--- src/rtl/uart_tx_fsm.sv ---
// uart_tx_fsm: serial UART transmitter, start + LSB-first data + optional even parity + stop.
module uart_tx_fsm #(
  parameter int CLKS_PER_BIT = 868,
  parameter int DATA_W = 8,
  parameter int PARITY_EN = 0
) (
  input  logic              clk,
  input  logic              rst,
  input  logic              tx_send,
  input  logic [DATA_W-1:0] tx_data,
  output logic              tx,
  output logic              tx_busy,
  output logic              tx_fsm_in_stop_s,
  output logic              tx_done
);
  localparam int BW = (CLKS_PER_BIT > 1) ? $clog2(CLKS_PER_BIT) : 1;
  localparam int CW = $clog2(DATA_W + 1);
  typedef enum logic [2:0] {IDLE, START, DATA, PARITY, STOP} state_t;
  state_t state, state_n;
  logic [BW-1:0] baud, baud_n;
  logic [CW-1:0] bits, bits_n;
  logic [DATA_W-1:0] sh, sh_n;
  logic par, par_n, armed, armed_n, tx_n, done_n;
  logic tick, capture, last_bit;
  assign tick = baud == BW'(CLKS_PER_BIT - 1);
  assign capture = state == IDLE && tx_send && armed;
  assign last_bit = bits == CW'(DATA_W - 1);
  assign tx_busy = state != IDLE;
  assign tx_fsm_in_stop_s = state == STOP;
  always_comb begin
    state_n = state;
    bits_n = bits;
    sh_n = sh;
    par_n = par;
    baud_n = (state == IDLE || tick) ? '0 : baud + 1'b1;
    case (state)
      IDLE: if (capture) begin
        state_n = START;
        sh_n = tx_data;
        par_n = 1'b0;
        bits_n = '0;
      end
      START: if (tick) state_n = DATA;
      DATA: if (tick) begin
        sh_n = sh >> 1;
        par_n = par ^ sh[0];
        bits_n = bits + 1'b1;
        if (last_bit) state_n = (PARITY_EN != 0) ? PARITY : STOP;
      end
      PARITY: if (tick) state_n = STOP;
      STOP: if (tick) state_n = IDLE;
      default: state_n = IDLE;
    endcase
    // a held request must drop for a cycle before it can start another frame
    armed_n = capture ? 1'b0 : (!tx_send ? 1'b1 : armed);
    // the line is registered from the next state so it moves on the same edge as the FSM
    tx_n = (state_n == START) ? 1'b0 :
           (state_n == DATA) ? sh_n[0] :
           (state_n == PARITY) ? par_n : 1'b1;
    done_n = state == STOP && tick;
  end
  always_ff @(posedge clk or negedge rst) begin
    if (!rst) begin
      state <= IDLE;
      baud <= '0;
      bits <= '0;
      sh <= '0;
      par <= 1'b0;
      armed <= 1'b1;
      tx <= 1'b1;
      tx_done <= 1'b0;
    end else begin
      state <= state_n;
      baud <= baud_n;
      bits <= bits_n;
      sh <= sh_n;
      par <= par_n;
      armed <= armed_n;
      tx <= tx_n;
      tx_done <= done_n;
    end
  end
endmodule

--- config.mk ---
export PLATFORM = sky130hd
export DESIGN_NAME = uart_tx_fsm
export DESIGN_NICKNAME = d
export VERILOG_FILES = /design/src/rtl/uart_tx_fsm.sv
export SDC_FILE = /design/constraint.sdc
export NUM_CORES = 1
export LEC_CHECK = 0
export BUFFER_PORTS_ARGS = -buffer_cell sky130_fd_sc_hd__buf_2
export CORE_MARGIN = 3
export CORE_UTILIZATION = 57
export DETAILED_ROUTE_END_ITERATION = 10
export PLACE_DENSITY = 0.89
export SETUP_SLACK_MARGIN = 0.05
export SYNTH_ARGS = -nofsm -noshare
export SYNTH_HDL_FRONTEND = slang
export SYNTH_SLANG_ARGS = --single-unit
--- constraint.sdc ---
create_clock -name clk -period 2.5 [get_ports clk]
set_clock_uncertainty 0.2 [all_clocks]
set_input_delay 0.5 -clock clk [delete_from_list [all_inputs] [get_ports clk]]
set_output_delay 0.5 -clock clk [all_outputs]
set_load 0.05 [all_outputs]
# [Word level (Yosys, flattened, before mapping)]
# Index checks and enable logic that the tools add are counted.
[classes] addsub=2 eq_ne=12 n_mux=22 bitwise=1 n_reduce_logical=8
[op_table] operator="3-bit 2-to-1 mux" count=6
[op_table] operator="8-bit 2-to-1 mux" count=2
[op_table] operator="8-bit one-hot mux with 2 select lines" count=1
[op_table] operator="3-bit one-hot mux with 5 select lines" count=1
[op_table] operator="3-bit by 2-bit == test with 1-bit output (second input constant)" count=4
[op_table] operator="10-bit by 1-bit adder with 10-bit output (second input constant)" count=1
[op_table] operator="10-bit == test (second input constant)" count=1
[op_table] operator="10-bit 2-to-1 mux" count=1
[op_table] operator="4-bit 2-to-1 mux" count=2
[op_table] operator="4-bit one-hot mux with 2 select lines" count=1
[op_table] operator="1-bit 2-to-1 mux" count=7
[op_table] operator="3-bit by 1-bit == test with 1-bit output (second input constant)" count=2
[op_table] operator="4-bit by 1-bit adder with 4-bit output (second input constant)" count=1
[op_table] operator="4-bit by 3-bit == test with 1-bit output (second input constant)" count=1
[op_table] operator="2-bit != test (second input constant)" count=2
[op_table] operator="3-bit == test (second input constant)" count=1
[op_table] operator="1-bit logical AND" count=3
[op_table] operator="3-bit zero test" count=1
[op_table] operator="3-bit AND reduction" count=1
[op_table] operator="3-bit nonzero test" count=1
[op_table] operator="2-bit by 1-bit != test with 1-bit output (second input constant)" count=1
[op_table] operator="1-bit one-hot mux with 2 select lines" count=1
[op_table] operator="2-bit nonzero test" count=1
[op_table] operator="1-bit logical OR" count=1
[op_table] operator="1-bit bitwise XOR" count=1
[totals] reg_bits=29 in_bits=11 output_inout_bits=4 wordCells=54

# [Logic depth before layout (Yosys ltp)]
[logic_depth] depth_word=9 depth_mapped=8

# [Worst setup path after synthesis]
# OpenSTA, ideal clock, no wires.
[synth_path] path_kind="reg2out" startpoint="reg state[0]" endpoint="out tx_fsm_in_stop_s" arrival_ns=1.605 t_required_ns=1.800 slack_ns=0.195 path_stages_with_launch=3 n_path_buf=1 path_cell_list="dfrtp_1 -> buf_6 -> nor3_1"
[synth_between] elab_chain_len=1
[synth_lines] element="start, declared" line_no="19" rtl="state_t state, state_n;"
[synth_lines] element="start signal, assigned" line_no="73" rtl="state <= state_n;"
[synth_lines] element="3-bit == test" line_no="29" rtl="assign tx_fsm_in_stop_s = state == STOP;"
[synth_lines] element="end, declared" line_no="13" rtl="output logic tx_fsm_in_stop_s,"
# Every way passes these cells.

# [Worst setup path after layout]
[layout_path] startpoint="reg state[0]" endpoint="out tx_busy"
[layout_between] elab_chain_len=1
[layout_lines] element="3-bit nonzero test" line_no="28" rtl="assign tx_busy = state != IDLE;"
[layout_lines] element="end, declared" line_no="12" rtl="output logic tx_busy,"
# Every way passes these cells.

==> impl_metrics.tcl <==
set metrics [dict create \
    crit_fanout 9 \
    netlist_area_sq_um 1420 \
    synth_adder_area_share 0.0176 \
    ir_worst_vdd_uv 589 \
    synth_top_family_by_area "simple AND/OR/NAND/NOR gates" \
    worstSkewPairLatency_ns 0.32 \
    min_delay_path_depth 2 \
    yosys.area.top_type "dfrtp_1" \
    area_growth_pct 8.27 \
    crit_chain "or3_1, buf_2" \
    met3WireLength_microns 150 \
    period_share 0.919 \
    p_leak_nw 0.757 \
    cp_data_required_time_ns 1.80 \
    timing.rr.start "baud[0]" \
    holdPathEnd "armed" \
    drive_gt1_frac 0.235 \
    tightest_slew_ns 0.639 \
    synth_compound_area_frac 0.0977 \
    portBuffers 14 \
    cts_tree "done" \
    die_h_microns 55.9 \
    startpoint "state[0]" \
    io-pin-count 15 \
    crit_slowest_cell "or3_1" \
    routabilityCongestion 0.753 \
    relSlewSlack 0.574 \
    cts-htree-levels 2 \
    die_x_microns 55.9 \
    syn_avg_cell_area_sq_um 10.8 \
    placed_cell_area_sq_um 1470 \
    yosys-top-cells-area "dfrtp_1, nand2_1, xor2_1" \
    yosys_most_used_dff "dfrtp_1" \
    grt_pass1_vias 1045 \
    initial_core_util 0.619 \
    layout_commonest_cell "dfrtp_1" \
    criticalPathCategory "reg -> out" \
    synth_xor_area_frac 0.0616 \
    min_path_type "in -> reg" \
    tns_ns 0 \
    final_core_util 0.670 \
    setup_viol 0 \
    ys_ff_latch 29 \
    drv_slew 0 \
    r2r_slack_ns 0.35 \
    drt_pass1_iterations 4 \
    final_cell_mix "dfrtp_1, nand2_1, buf_2" \
    ctsLongestPathBuffers 2 \
    hold_viol_final 0 \
    grt_util_all_layers 0.189 \
    synth-async-reset-ratio 1.00 \
    num_vias 1008 \
    drt-met1-wl_microns 1130 \
    drc 0 \
    clk_pin_slew_ns 0.09 \
    vias_per_cell 5.69 \
    cp-start-kind "flip-flop" \
    grt_pass1_wl_microns 4510 \
    muxShareOfSynthArea 0.00792 \
    insertedDiodeCount 0 \
    grt_max_degree 30 \
    clock-sinks 29 \
    cts-buffers-inserted 5 \
    synth_edf_count 0 \
    fillers 162 \
    syn_nets 145 \
    rr_endpoint "tx" \
    wl_met2_microns 1340 \
    stdcell_area_sq_um 1540 \
    synth_cell_types 42 \
    drtAntennaViolNets 0 \
    maxCapViolCount 0 \
    yosysWarnings 0 \
    slowest_delay_ns 0.53 \
    status "complete, no violations" \
    grt.overflow.total 0 \
    hpwl_microns 1940 \
    antenna_found_initial 0 \
    fin_nets 161 \
    rows 17 \
    synthSimpleGateAreaFrac 0.258 \
    power_density_nw_per_um2 800 \
    endpoint_kind "primary output" \
    wl_microns 2680 \
    min_from "tx_send" \
    top_layer_used "met4" \
    core-area_sq_um 2300 \
    die_area_sq_um 3130 \
    synth_seq_area_share 0.512 \
    rsz0062_at_grt "false" \
    critPathArrivalTime_ns 1.60 \
    wl_per_cell_microns 15.1 \
    syn-instance-count 132 \
    fin_crit_ns 2.30 \
    ff2ff_path_depth 6 \
    drtIter0Drc 52 \
    fmax_mhz 435 \
    synth_top_area_share 0.475 \
    clockRootBuffer "clkbuf_4" \
]
==> through the flow <==
step | hold slack (ns) | worst slack [ns] | total power, mW | std cells
after detailed placement | 0.273 | 0.391 | 0.951 | 168
final | 0.117 | 0.202 | 1.23 | 177
after global routing | 0.103 | 0.149 | 1.32 | 177
after global placement | 0.249 | 0.486 | 0.921 | 168
after floorplan | 0.00441 | 0.195 | 0.872 | 132
after CTS | 0.110 | 0.202 | 1.24 | 177
==> cells by family after synthesis <==
| family | Yosys count |
|---|---|
| adder cells (fa/ha/maj) | 2 |
| flip-flops | 29 |
| AO/OA/AOI/OAI | 18 |
| buffers and inverters | 8 |
| XOR/XNOR | 10 |
| multiplexers | 1 |
| AND/OR/NAND/NOR | 64 |
==> cell usage after synthesis, types with 3 or more instances <==
cell type and number:
nand3_1 4, nand4_1 3, o21ai_0 4, a22oi_1 6, buf_6 3, xor2_1 8
dfrtp_1 27, nor3b_1 3, nor2_1 12, nand2_1 22
==> repair_timing <==
item / in CTS / in global routing
endpoints found under the hold margin: 9 / 0
buffers inserted: 0 / 0
hold buffers: 1 / 0
resized for setup: 0 / 0
==> worst max-delay path by stage <==
stage	endpoint	slack, ns
4_1_cts	tx_busy	0.20
2_1_floorplan	tx_fsm_in_stop_s	0.19
6_report	tx_busy	0.20
3_3_place_gp	tx	0.49
5_1_grt	tx_busy	0.15
3_5_place_dp	tx	0.39
==> area by class of cell <==
| class | instances | area (sq um) | share of cell area |
|---|---|---|---|
| multi-input cells | 95 | 629 | 0.409 |
| inverters | 2 | 7.51 | 0.00488 |
| well taps | 28 | 35.0 | 0.0228 |
| repair buffers | 15 | 80.1 | 0.0520 |
| flip-flops and latches | 29 | 728 | 0.473 |
| clock buffers | 8 | 58.8 | 0.0382 |
==> registers in the layout, summed over array words and instances, names as in the netlist <==
register	count
state	3
armed	1
tx_done	1
tx	1
baud	10
sh	8
bits	4
par	1
==> critical path: cells and delay by family (launching register included) <==
family	cells	cell delay, ns
buf+inv	1	0.28
flops	1	0.47
simple gates	1	0.53
==> power breakdown <==
part | internal (mW) | switching, mW | total, mW
registers | 0.588 | 0.0931 | 0.681
logic | 0.118 | 0.141 | 0.259
clock network | 0.139 | 0.151 | 0.290
total | 0.845 | 0.385 | 1.23
==> per-layer routing <==
layer	vias to the layer above	GRT usage
met4	0	0.0949
met2	32	0.318
met5	-	0
met1	479	0.214
li1	491	-
met3	6	0.0626
Power figures use the tool's default switching activity.
